<file path="src/rtl/mc_pkg.sv">
// mc_pkg: loader state encoding and datapath width defaults shared with the core control unit.
package mc_pkg;
  localparam int DEF_ADDR_W = 8;
  localparam int DEF_INST_W = 12;
  localparam int DEF_CSUM_W = 8;
  typedef enum logic [2:0] {
    IDLE  = 3'd0,
    LOAD  = 3'd1,
    CHECK = 3'd2,
    RUN   = 3'd3,
    ERR   = 3'd4
  } ld_state_t;
endpackage

</file>
<file path="src/rtl/pmem_loader_ctrl_if.sv">
// pmem_loader_ctrl_if: instruction stream handshake and PMem load port.
interface pmem_loader_ctrl_if #(
  parameter int ADDR_W = mc_pkg::DEF_ADDR_W,
  parameter int INST_W = mc_pkg::DEF_INST_W
);
  logic              in_valid;
  logic              in_ready;
  logic [INST_W-1:0] in_inst;
  logic              pm_le;
  logic [ADDR_W-1:0] pm_addr;
  logic [INST_W-1:0] pm_inst;
  modport master (output in_valid, in_inst, input in_ready, pm_le, pm_addr, pm_inst);
  modport slave (input in_valid, in_inst, output in_ready, pm_le, pm_addr, pm_inst);
endinterface

</file>
<file path="src/rtl/pmem_write_stage.sv">
// pmem_write_stage: registered PMem load port, one write per accepted beat.
module pmem_write_stage #(
  parameter int ADDR_W = mc_pkg::DEF_ADDR_W,
  parameter int INST_W = mc_pkg::DEF_INST_W
) (
  input  logic              clk,
  input  logic              rst,
  input  logic              we,
  input  logic [ADDR_W-1:0] addr,
  input  logic [INST_W-1:0] inst,
  output logic              pm_le,
  output logic [ADDR_W-1:0] pm_addr,
  output logic [INST_W-1:0] pm_inst
);
  always_ff @(posedge clk) begin
    if (!rst) begin
      pm_le   <= 1'b0;
      pm_addr <= '0;
      pm_inst <= '0;
    end else begin
      pm_le <= we;
      if (we) begin
        pm_addr <= addr;
        pm_inst <= inst;
      end
    end
  end
endmodule

</file>
<file path="src/rtl/pmem_loader_ctrl.sv">
// pmem_loader_ctrl: streams a length-programmed program into PMem, verifies its checksum, then releases the core.
module pmem_loader_ctrl
  import mc_pkg::*;
#(
  parameter int ADDR_W = DEF_ADDR_W,
  parameter int INST_W = DEF_INST_W,
  parameter int CSUM_W = DEF_CSUM_W
) (
  input  logic              clk,
  input  logic              rst,
  input  logic              start,
  input  logic [ADDR_W-1:0] prog_len,
  input  logic [CSUM_W-1:0] exp_csum,
  input  logic              abort,
  pmem_loader_ctrl_if.slave bus,
  output logic              cpu_run,
  output logic              busy,
  output logic              load_done,
  output logic              load_err,
  output logic [ADDR_W:0]   beat_cnt
);
  ld_state_t         state, state_nx;
  logic [ADDR_W-1:0] len_q;
  logic [CSUM_W-1:0] exp_q, csum;
  logic              acc, last, entry;
  // abort takes priority over acceptance, so in_ready is withdrawn while it is high
  assign bus.in_ready = state == LOAD && !abort;
  assign acc          = bus.in_valid && bus.in_ready;
  assign last         = beat_cnt == {1'b0, len_q};
  assign entry        = state != LOAD && state_nx == LOAD;
  assign cpu_run      = state == RUN;
  assign busy         = state == LOAD || state == CHECK;
  assign load_err     = state == ERR;
  always_comb begin
    state_nx = state;
    state_nx = state == LOAD ? (abort ? ERR : (acc && last) ? CHECK : LOAD)
             : state == CHECK ? (csum == exp_q ? RUN : ERR)
             : state inside {IDLE, RUN, ERR} ? (start ? LOAD : state)
             : IDLE;
  end
  always_ff @(posedge clk) begin
    if (!rst) begin
      state     <= IDLE;
      len_q     <= '0;
      exp_q     <= '0;
      csum      <= '0;
      beat_cnt  <= '0;
      load_done <= 1'b0;
    end else begin
      state     <= state_nx;
      load_done <= state == CHECK && csum == exp_q;
      if (entry) begin
        len_q    <= prog_len;
        exp_q    <= exp_csum;
        csum     <= '0;
        beat_cnt <= '0;
      end else if (acc) begin
        csum     <= csum + bus.in_inst[CSUM_W-1:0];
        beat_cnt <= beat_cnt + 1'b1;
      end
    end
  end
  pmem_write_stage #(.ADDR_W(ADDR_W), .INST_W(INST_W)) u_wr (
    .clk    (clk),
    .rst    (rst),
    .we     (acc),
    .addr   (beat_cnt[ADDR_W-1:0]),
    .inst   (bus.in_inst),
    .pm_le  (bus.pm_le),
    .pm_addr(bus.pm_addr),
    .pm_inst(bus.pm_inst)
  );
endmodule

</file>
<file path="src/flat_wrapper.sv">
// flat-port wrapper written by rule: the top's interface ports become plain ports
module pmem_loader_ctrl_flat import mc_pkg::*;
#(
  parameter int ADDR_W = DEF_ADDR_W,
  parameter int INST_W = DEF_INST_W,
  parameter int CSUM_W = DEF_CSUM_W
)
  (clk, rst, start, prog_len, exp_csum, abort, cpu_run, busy, load_done, load_err, beat_cnt, bus_in_valid, bus_in_inst, bus_in_ready, bus_pm_le, bus_pm_addr, bus_pm_inst);
  pmem_loader_ctrl_if #(.ADDR_W(ADDR_W), .INST_W(INST_W)) bus_i ();
  input  logic clk;
  input  logic rst;
  input  logic start;
  input  logic [ADDR_W-1:0] prog_len;
  input  logic [CSUM_W-1:0] exp_csum;
  input  logic abort;
  output logic cpu_run;
  output logic busy;
  output logic load_done;
  output logic load_err;
  output logic [ADDR_W:0] beat_cnt;
  input wire logic [$bits(bus_i.in_valid)-1:0] bus_in_valid;
  input wire logic [$bits(bus_i.in_inst)-1:0] bus_in_inst;
  output wire logic [$bits(bus_i.in_ready)-1:0] bus_in_ready;
  output wire logic [$bits(bus_i.pm_le)-1:0] bus_pm_le;
  output wire logic [$bits(bus_i.pm_addr)-1:0] bus_pm_addr;
  output wire logic [$bits(bus_i.pm_inst)-1:0] bus_pm_inst;
  assign bus_i.in_valid = bus_in_valid;
  assign bus_i.in_inst = bus_in_inst;
  assign bus_in_ready = bus_i.in_ready;
  assign bus_pm_le = bus_i.pm_le;
  assign bus_pm_addr = bus_i.pm_addr;
  assign bus_pm_inst = bus_i.pm_inst;
  pmem_loader_ctrl #(.ADDR_W(ADDR_W), .INST_W(INST_W), .CSUM_W(CSUM_W)) u_core (.clk(clk), .rst(rst), .start(start), .prog_len(prog_len), .exp_csum(exp_csum), .abort(abort), .bus(bus_i), .cpu_run(cpu_run), .busy(busy), .load_done(load_done), .load_err(load_err), .beat_cnt(beat_cnt));
endmodule
</file>
<file path="config.mk">
export PLATFORM = sky130hd
export DESIGN_NAME = pmem_loader_ctrl_flat
export DESIGN_NICKNAME = d
export VERILOG_FILES = /design/src/rtl/mc_pkg.sv /design/src/rtl/pmem_loader_ctrl_if.sv /design/src/rtl/pmem_write_stage.sv /design/src/rtl/pmem_loader_ctrl.sv /design/src/flat_wrapper.sv
export SDC_FILE = /design/constraint.sdc
export NUM_CORES = 1
export LEC_CHECK = 0
export ABC_AREA = 0
export ABC_CLOCK_PERIOD_IN_PS = 2250
export CAP_MARGIN = 20
export CORE_ASPECT_RATIO = 0.75
export CORE_MARGIN = 2
export CORE_UTILIZATION = 45
export CTS_CLUSTER_SIZE = 14
export DETAILED_ROUTE_END_ITERATION = 8
export GPL_ROUTABILITY_DRIVEN = 0
export PLACE_DENSITY = 0.74
export REMOVE_ABC_BUFFERS = 1
export SYNTH_ARGS = -nofsm -noshare
export SYNTH_HDL_FRONTEND = slang
export SYNTH_HIERARCHICAL = 1
export SYNTH_SLANG_ARGS = --single-unit
</file>
<file path="constraint.sdc">
create_clock -name clk -period 2.25 [get_ports clk]
set_clock_uncertainty 0.1 [all_clocks]
set_input_delay 0.225 -clock clk [delete_from_list [all_inputs] [get_ports clk]]
set_output_delay 0.225 -clock clk [all_outputs]
set_load 0.1 [all_outputs]
</file>
==> results.yml <==
outcome:
  status: "completed"
grt:
  overflow: 0
  grt_max_degree: 42
  grt_pass1_wl_um: 10370
  grt_pass1_vias: 2228
  grtUsageTotal_pct: 19.90
  antenna_found_initial: 0
clocking:
  htree_levels: 3
  root_buffer: "clkbuf_8"
  insertion_delay_ps: 330
  cts_hold_buf: 0
  clock-sinks: 58
  clk_pin_slew_ps: 60
  cts_setup_buffers: 0
  clockBufferDepth: 2
  cts_tree: "done"
  cts_made_buffers: 9
detailed_routing:
  wl_per_cell_um: 13.68
  ant_nets: 0
  vias: 2321
  routed_wirelength_um: 6359
  avgViaCountPerCell: 4.991
  drtPass1Iterations: 4
  drc_errors: 0
  drtIter0Drc: 101
layout:
  area_growth_pct: 33.05
  antenna_cells: 0
  drive_gt1_share_pct: 18.86
  final_nets: 425
floorplanning:
  start_util_pct: 47.36
  die_w_um: 95.11
  die_area_um2: 6879
  coreArea_um2: 5916
  die_y_um: 72.33
  io-pin-count: 68
  rows: 24
yosys:
  synth-async-reset-ratio_pct: 0
  synth_edf_count: 0
  syn_area_per_cell_um2: 9.215
  mappedNetlistArea_um2: 2801
  yosysSeqAreaShare_pct: 41.45
  ys_types: 47
  synth_flop_cell: "dfxtp_1"
  yosys_register_bits: 58
  yosys_warnings: 6
  synth_cells: 304
critical_path:
  end_kind: "flip-flop"
  critPathRequiredTime_ps: 2390
  critical_path_arrival_ps: 2260
  crit_fanout: 2
  path_class: "input pin to flip-flop"
  startpoint_type: "input pin"
flow_run:
  maxCapViolations: 0
worst_hold_path:
  hold_path.class: "input pin to flip-flop"
timing:
  period_needed_ps: 2123
  fin_crit_sh_pct: 94.36
  tightest_slew_ps: 519.4
  setup_viol: 0
  fmax_mhz: 471.0
  holdWs_ps: 351.8
  rsz0062_at_grt: "false"
  hold_viol: 0
  slew_headroom_pct: 65.06
  final_max_slew_viol_count: 0
power:
  finalPower_mw: 2.454
  power_leakage_nw: 1.467
  ir_drop_uv: 481.8
  power_density_nw_per_um2: 658.3
placement:
  io_buffers: 67
  hpwl_um: 4606
## timing repair
action | in CTS | in global routing
gates resized for setup | 0 | 4
endpoints found under the hold margin | 0 | 0
endpoints found under the setup margin | 0 | 2
## state kept, by name, summed over array words and instances, names as in the netlist
signal and cells:
u_core/beat_cnt 9, u_core/csum 8, u_core/exp_q 8, u_core/len_q 8, u_core/load_done 1, u_core/state 3, u_core/u_wr/pm_addr 8, u_core/u_wr/pm_inst 12
u_core/u_wr/pm_le 1
## per-stage QoR
step                worst slack [ps]  setup TNS (ps)  instances  utilization (%)  instance area (um2)
floorplan                      -1172          -30660        290                -                 2705
global placement              -164.9          -323.8        450            59.98                 3548
detailed placement            -248.0          -453.8        450            59.98                 3548
CTS                            77.75               0        465            62.86                 3719
global route                   28.18               0        465            63.01                 3727
finish                         126.8               0        465            63.01                 3727
## metal layers
layer  GRT usage, %  up-vias  part of all wire (%)
met5              0        -                     0
met4          5.797        0                   1.2
met3          8.307        9                   6.3
met2          30.13       66                    44
met1          26.05     1059                    49
li1               -     1187                     -
## area by class of cell
type | instances | area (um2)
timing repair buffer | 82 | 745.7
sequential | 58 | 1162
inverter | 9 | 33.78
clock inverter | 3 | 15.01
fill | 512 | 2188
multi-input combinational | 223 | 1518
tap | 78 | 97.59
clock buffer | 12 | 155.1
## cell usage in the layout, fill, tap and decap left out, types with 10 or more instances in the layout
master / Yosys / routed
nor2b_1: 23 / 22
clkbuf_8: 0 / 11
nand2_1: 48 / 48
mux2i_1: 20 / 20
clkdlybuf4s50_1: 0 / 32
dfxtp_1: 58 / 57
xor2_1: 11 / 11
buf_4: 0 / 46
a21oi_1: 10 / 10
a21boi_0: 16 / 16
nor2_1: 21 / 21
xnor2_1: 16 / 16
## worst max-delay path: stages
cell,delay [ps]
clkdlybuf4s50_1,490
ha_1,170
inv_1,50
fa_1,410
nor2b_2,160
o31a_1,170
o21ai_1,90
a2111o_1,420
o311ai_1,80
## worst paths after layout
kind / startpoint / to / slack, ps / depth (start not counted)
hold reg to reg: u_core/len_q[5]$_SDFFE_PN0P_ / u_core/len_q[5]$_SDFFE_PN0P_ / 370 / 2
hold / removal: exp_csum[1] / u_core/exp_q[1]$_SDFFE_PN0P_ / 350 / 3
setup reg to reg: u_core/csum[0]$_SDFFE_PP0P_ / u_core/csum[6]$_SDFFE_PP0P_ / 180 / 8
setup / recovery: bus_in_inst[0] / u_core/csum[6]$_SDFFE_PP0P_ / 130 / 9
## where the power goes
part	internal, mW	switching, mW
logic	0.210	0.307
clock network	0.448	0.381
registers	1.07	0.0376
## synth_stat cells (2+ instances only)
| cell type | number | area share (%) |
|---|---|---|
| buf_2 | 3 | 0.54 |
| nor3_1 | 6 | 1.1 |
| and2_1 | 3 | 0.67 |
| buf_12 | 2 | 1.4 |
| o211ai_1 | 2 | 0.54 |
| nand2b_1 | 2 | 0.45 |
| xnor2_1 | 16 | 5.0 |
| dfxtp_1 | 58 | 41 |
| mux2i_1 | 20 | 7.1 |
| nor2_1 | 21 | 2.8 |
| ha_1 | 8 | 3.6 |
| nand2_1 | 48 | 6.4 |
| clkbuf_1 | 8 | 1.1 |
| xor2_1 | 11 | 3.4 |
| a211oi_1 | 3 | 0.80 |
| nor4_1 | 2 | 0.45 |
| a21oi_1 | 10 | 1.8 |
| a21boi_0 | 16 | 4.3 |
| o21a_1 | 3 | 0.80 |
| nor2b_1 | 23 | 5.1 |
| nand4_1 | 3 | 0.67 |
| inv_1 | 8 | 1.1 |
| o21ai_0 | 4 | 0.71 |
## kinds of logic (layout without fill, tap and decap cells)
kind of cell | Yosys count | in the layout | share of synthesized area [%]
buffers and inverters | 23 | 106 | 4.645
muxes | 20 | 20 | 7.146
DFF | 58 | 58 | 41.45
adders and majority gates | 9 | 9 | 4.288
AOI/OAI and AO/OA | 48 | 48 | 12.28
and+or+nand+nor | 119 | 119 | 21.75
xor gates and xnor gates | 27 | 27 | 8.441
Power figures use the tool's default switching activity.
==> RTL edit 1 (config.mk and constraints unchanged) <==
Change the package constant `DEF_CSUM_W` from 8 to 9.
--- a/src/rtl/mc_pkg.sv
+++ b/src/rtl/mc_pkg.sv
@@ -2,7 +2,7 @@
 package mc_pkg;
   localparam int DEF_ADDR_W = 8;
   localparam int DEF_INST_W = 12;
-  localparam int DEF_CSUM_W = 8;
+  localparam int DEF_CSUM_W = 9;
   typedef enum logic [2:0] {
     IDLE  = 3'd0,
     LOAD  = 3'd1,
Interface: changed (resized exp_csum); port bits go from 68 to 69. The function was not compared with the original's and may differ.
==> RTL edit 1 against the original RTL <==
Fmax decreased by 2.1%. Combinational power down 23%. Total power increased by 6.0%. Setup slack worse by 45 ps. Routed wire length grew 12%. Critical path type unchanged. Via count increased by 7.6%. Synthesized area up 7.9%. Design area is 8.0% higher. Sequential cell count increased by 2.
==> RTL edit 1: results (changes against the original RTL) <==
| Metric | Value |
|---|---|
| Status | finished, final reports clean |
| Port buffer count | 68 (+1.5%) |
| GR Layer Usage met1 | 24.6% (-1.5 points) |
| Final Non-Filler Cells | 495 (+6.5%) |
| Initial DRC count | 52 (-49%) |
| Cells after DPL | 479 (+6.4%) |
| Met2 WL post-DR | 3.29 mm (+19%) |
| Hold Path End | u_core/len_q[1]$_SDFFE_PN0P_ |
| Slowest-stage cell, CP | fa_1 |
| Met3 usage | 6.59% (-1.7 points) |
| Area added between synthesis and finish | 33.1% (about the same) |
| DR WL met3 | 426 um (+6.0%) |
| Synth area leaders | dfxtp_1 40%, mux2i_1 7.0%, nand2_1 6.8% |
| Fin crit period | 2170 ps (+45.1 ps) |
| GRT Util Overall | 19.4% (-0.46 points) |
| Worst-path maximum fanout | 3 (+1) |
| Post-synthesis mux area share | 6.95% (-0.19 points) |
| Compound-Gate Fraction of Synth Area | 14.2% (+2.0 points) |
| XOR/XNOR share of the synthesized area | 8.11% (-0.33 points) |
| Hold Path Origin | prog_len[1] |
| Synth cell types | 53 (+13%) |
| Largest net degree at the start of global routing | 44 (+4.8%) |
| Area of the multi-input gates | 1670 um2 (+9.7%) |
| Wire length per cell | 14.4 um (+5.5%) |
| Met2 Use GR | 32.4% (+2.2 points) |
| # fillers | 541 (+5.7%) |
| Share of layout cells above drive strength 1 | 23.7% (+4.8 points) |
| Most frequent cells after synthesis | 60 x dfxtp_1, 55 x nand2_1, 23 x nor2b_1 |
| Detailed placement HPWL | 5.07 mm (+10%) |
| Critical Path AT | 2290 ps (+30 ps) |
| Syn Inst Count | 324 (+6.6%) |
[RTL edit 1: changes by cell type after synthesis, sizes merged, moves of 3 or more]
| cell | change |
|---|---|
| xnor2 | +4 |
| inv | -5 |
| and3 | +4 |
| buf | +7 |
| xor2 | -3 |
| nand4 | +4 |
| clkbuf | -3 |
| nor2 | -6 |
| nand2 | +7 |
| a211o | +3 |
[RTL edit 1: area by class of cell]
class / count / area share (%)
clock inverter: 6 / 2.18
tap: 81 / 2.52
timing repair buffer: 92 / 20.1
sequential: 60 / 29.9
clock buffer: 10 / 3.42
inverter: 5 / 0.498
multi-input combinational: 241 / 41.4
[RTL edit 1: where the power goes]
| group | switching (mW) | total (mW) | internal, mW |
|---|---|---|---|
| clock | 0.440 | 1.09 | 0.651 |
| sequential | 0.0216 | 1.11 | 1.09 |
| combinational | 0.224 | 0.396 | 0.172 |
[RTL edit 1: repair_timing]
item,in CTS,in global routing
gates resized for setup,1,3
pin swaps,1,1
endpoints found under the setup margin,1,3
hold buffers,0,0
==> RTL edit 2 (same settings) <==
Made on the original files. Reset style: asynchronous (`rst`), changed in 2 clocked blocks.
--- a/src/rtl/pmem_write_stage.sv
+++ b/src/rtl/pmem_write_stage.sv
@@ -12,7 +12,7 @@
   output logic [ADDR_W-1:0] pm_addr,
   output logic [INST_W-1:0] pm_inst
 );
-  always_ff @(posedge clk) begin
+  always_ff @(posedge clk or negedge rst) begin
     if (!rst) begin
       pm_le   <= 1'b0;
       pm_addr <= '0;
--- a/src/rtl/pmem_loader_ctrl.sv
+++ b/src/rtl/pmem_loader_ctrl.sv
@@ -38,7 +38,7 @@
              : state inside {IDLE, RUN, ERR} ? (start ? LOAD : state)
              : IDLE;
   end
-  always_ff @(posedge clk) begin
+  always_ff @(posedge clk or negedge rst) begin
     if (!rst) begin
       state     <= IDLE;
       len_q     <= '0;
Behaviour: differs if rst is asserted again (counterexample within 4 cycles, from zero or initial values and one cycle with rst low); with rst held inactive, the same outputs for 4 cycles.
==> RTL edit 2 against the original RTL <==
Synthesized area rose by 4.9%. Setup slack improved by 44 ps. Sequential cell count did not move. Routed wire length rose by 0.55%. First-iteration DRC count fell by 4.0%. Fmax rose by 2.1%. Synthesized cell count fell by 22%. Global-route usage fell by 1.2 points. Design area rose by 6.3%. Largest cell class is now flip-flops and latches. Highest routed layer unchanged.
Power is not compared: it rests on default switching activity, and its combinational part moved more than twofold at a synthesized area within 25%.
==> RTL edit 2: results (changes against the original RTL) <==
| Metric | Value |
|---|---|
| Placed cell area | 3740 um2 (+5.5%) |
| Cell leakage power | approximately 1.8 nW |
| Cts bufs inserted | 9 (unchanged) |
| Final Non-Filler Cells | 412 (-11%) |
| Root Buffer | clkbuf_8 |
| Critical Path AT | 2220 ps (-40 ps) |
| CTS max path bufs | 2 (unchanged) |
| Share of layout cells above drive strength 1 | 35.6% (+17 points) |
| Number of global-route vias before repair | 2082 (-6.6%) |
| Synth area leaders | dfrtp_1 49%, mux2_4 10%, mux2_2 6.5% |
| Worst skew pair latency | 330 ps (about the same) |
| Sequential area share after synthesis | 49.4% (+7.9 points) |
| Worst-path maximum fanout | 3 (+1) |
| Initial antenna violation count | 0 (unchanged) |
| Ant. Diodes | 0 (unchanged) |
| Initial DRC count | 97 (-4.0%) |
| Largest net degree at the start of global routing | 59 (+40%) |
| Max-slew headroom | 58.9% (-6.1 points) |
| Reg2Reg Setup Slack | 170 ps |
| Async SR Flop Fraction | 100% (+100 points) |
| Syn. warnings | 6 (unchanged) |
| Compound-Gate Fraction of Synth Area | 7.92% (-4.4 points) |
| Adder-Cell Fraction of Synth Area | 4.09% (-0.20 points) |
| Largest family of logic cells by synthesized area | multiplexers |
| Worst vdd ir | 0.752 mV |
| P_seq | 1.48 mW |
| Cells after DPL | 395 (-12%) |
| XOR/XNOR share of the synthesized area | 7.45% (-0.99 points) |
| Top_reg_cell synth | dfrtp_1 |
| Detailed placement HPWL | 4.43 mm (-3.9%) |
| Avg Cell Area, Syn | 12.4 um2 (+35%) |
| Post-synthesis mux area share | 17.4% (+10 points) |
| Synth cell types | 39 (-17%) |
| Status | finished, final reports clean |
| Switching part of the total power | 44.5% |
| Port buffer count | 67 (unchanged) |
| Reported clock group power | 0.972 mW |
| H-tree lvl count | 3 (unchanged) |
| Post-CTS setup buffer count | 0 (unchanged) |
| First-pass GRT wire length | 10.4 mm (+0.41%) |
| Clk slew on worst S/H paths | 70 ps |
| Worst min path class | input port to async pin |
| Wire length per cell | 15.5 um (+13%) |
| Largest registers | u_core/u_wr/pm_inst: 12 flops, u_core/beat_cnt: 9 flops |
| Via/cell ratio | 5.18 (+3.9%) |
| Final #Nets | 368 (-13%) |
| Most frequent cells after synthesis | 58 x dfrtp_1, 20 x mux2_4, 20 x nand2_1 |
| GRT Util Overall | 18.7% (-1.2 points) |
| Pre-Repair DR Iteration Count | 4 (unchanged) |
-- RTL edit 2: changes by cell type in the layout (fill, tap and decap cells not counted), moves of 4 or more --
cell	unedited run	this run
mux2i_1	20	2
dfxtp_1	57	0
dfrtp_1	0	58
nor2b_1	22	0
nor3_1	6	2
o21ai_0	3	8
mux2_2	0	17
nand2_1	48	20
a21boi_0	16	0
inv_1	8	3
mux2_4	0	20
-- RTL edit 2: metal layers --
metal	track usage [%]	wire length, um	vias to the layer above
met2	27.1	2880	71
met5	0	0	-
li1	-	-	1011
met4	7.41	65	0
met3	6.11	383	6
met1	26.6	3070	1048
-- RTL edit 2: stage by stage --
step / hold WS [ps] / worst slack (ps) / util, % / total power, mW
floorplan: -171 / -727 / - / 3.18
detailed placement: 156 / -143 / 59.2 / 3.74
finish: 332 / 171 / 62.7 / 4.71
global placement: 154 / -100 / 59.2 / 3.71
CTS: 328 / 140 / 62.6 / 4.74
global route: 343 / 11.0 / 62.7 / 4.93
-- RTL edit 2: path summary, 6_finish.rpt --
kind | from | to | cells past startpoint
setup / recovery | u_core/csum[0]$_DFFE_PN0P_ | u_core/csum[6]$_DFFE_PN0P_ | 7
hold / removal | rst | u_core/u_wr/pm_addr[6]$_DFFE_PN0P_ | 3
setup reg to reg | u_core/csum[0]$_DFFE_PN0P_ | u_core/csum[6]$_DFFE_PN0P_ | 7
hold reg to reg | u_core/csum[7]$_DFFE_PN0P_ | u_core/csum[7]$_DFFE_PN0P_ | 1
max in group asynchronous | rst | u_core/exp_q[5]$_DFFE_PN0P_ | 3
min in group clk | u_core/csum[7]$_DFFE_PN0P_ | u_core/csum[7]$_DFFE_PN0P_ | 1
-- RTL edit 2: cells by family (layout without fill, tap and decap cells) --
logic type | count (synthesis) | count (layout)
buffers and inverters | 10 | 104
and+or+nand+nor | 61 | 61
AOI/OAI and AO/OA | 35 | 35
xor gates and xnor gates | 25 | 25
DFF | 58 | 58
adders and majority gates | 9 | 9
muxes | 39 | 39
-- RTL edit 2: layout make-up --
cell class / instances / area [um2]
clock buffers: 11 / 151
multi-input cells: 169 / 1420
clock inverters: 5 / 52.6
repair buffers: 84 / 771
flip-flops and latches: 58 / 1450
fillers: 533 / 2360
well taps: 81 / 101
inverters: 4 / 16.3
-- RTL edit 2: repair_timing --
item                       in CTS  in global routing
hold buffers                    1                  0
gates resized for setup         0                  1
setup endpoints to repair       0                  1
hold endpoints to repair       58                  0
-- RTL edit 2: worst max-delay path: stages, from the launching register on --
cell,delay (ps)
dfrtp_1,410
ha_1,240
fa_1,430
a211oi_2,250
o21bai_1,110
a21oi_1,200
nor2_1,70
a211oi_1,170
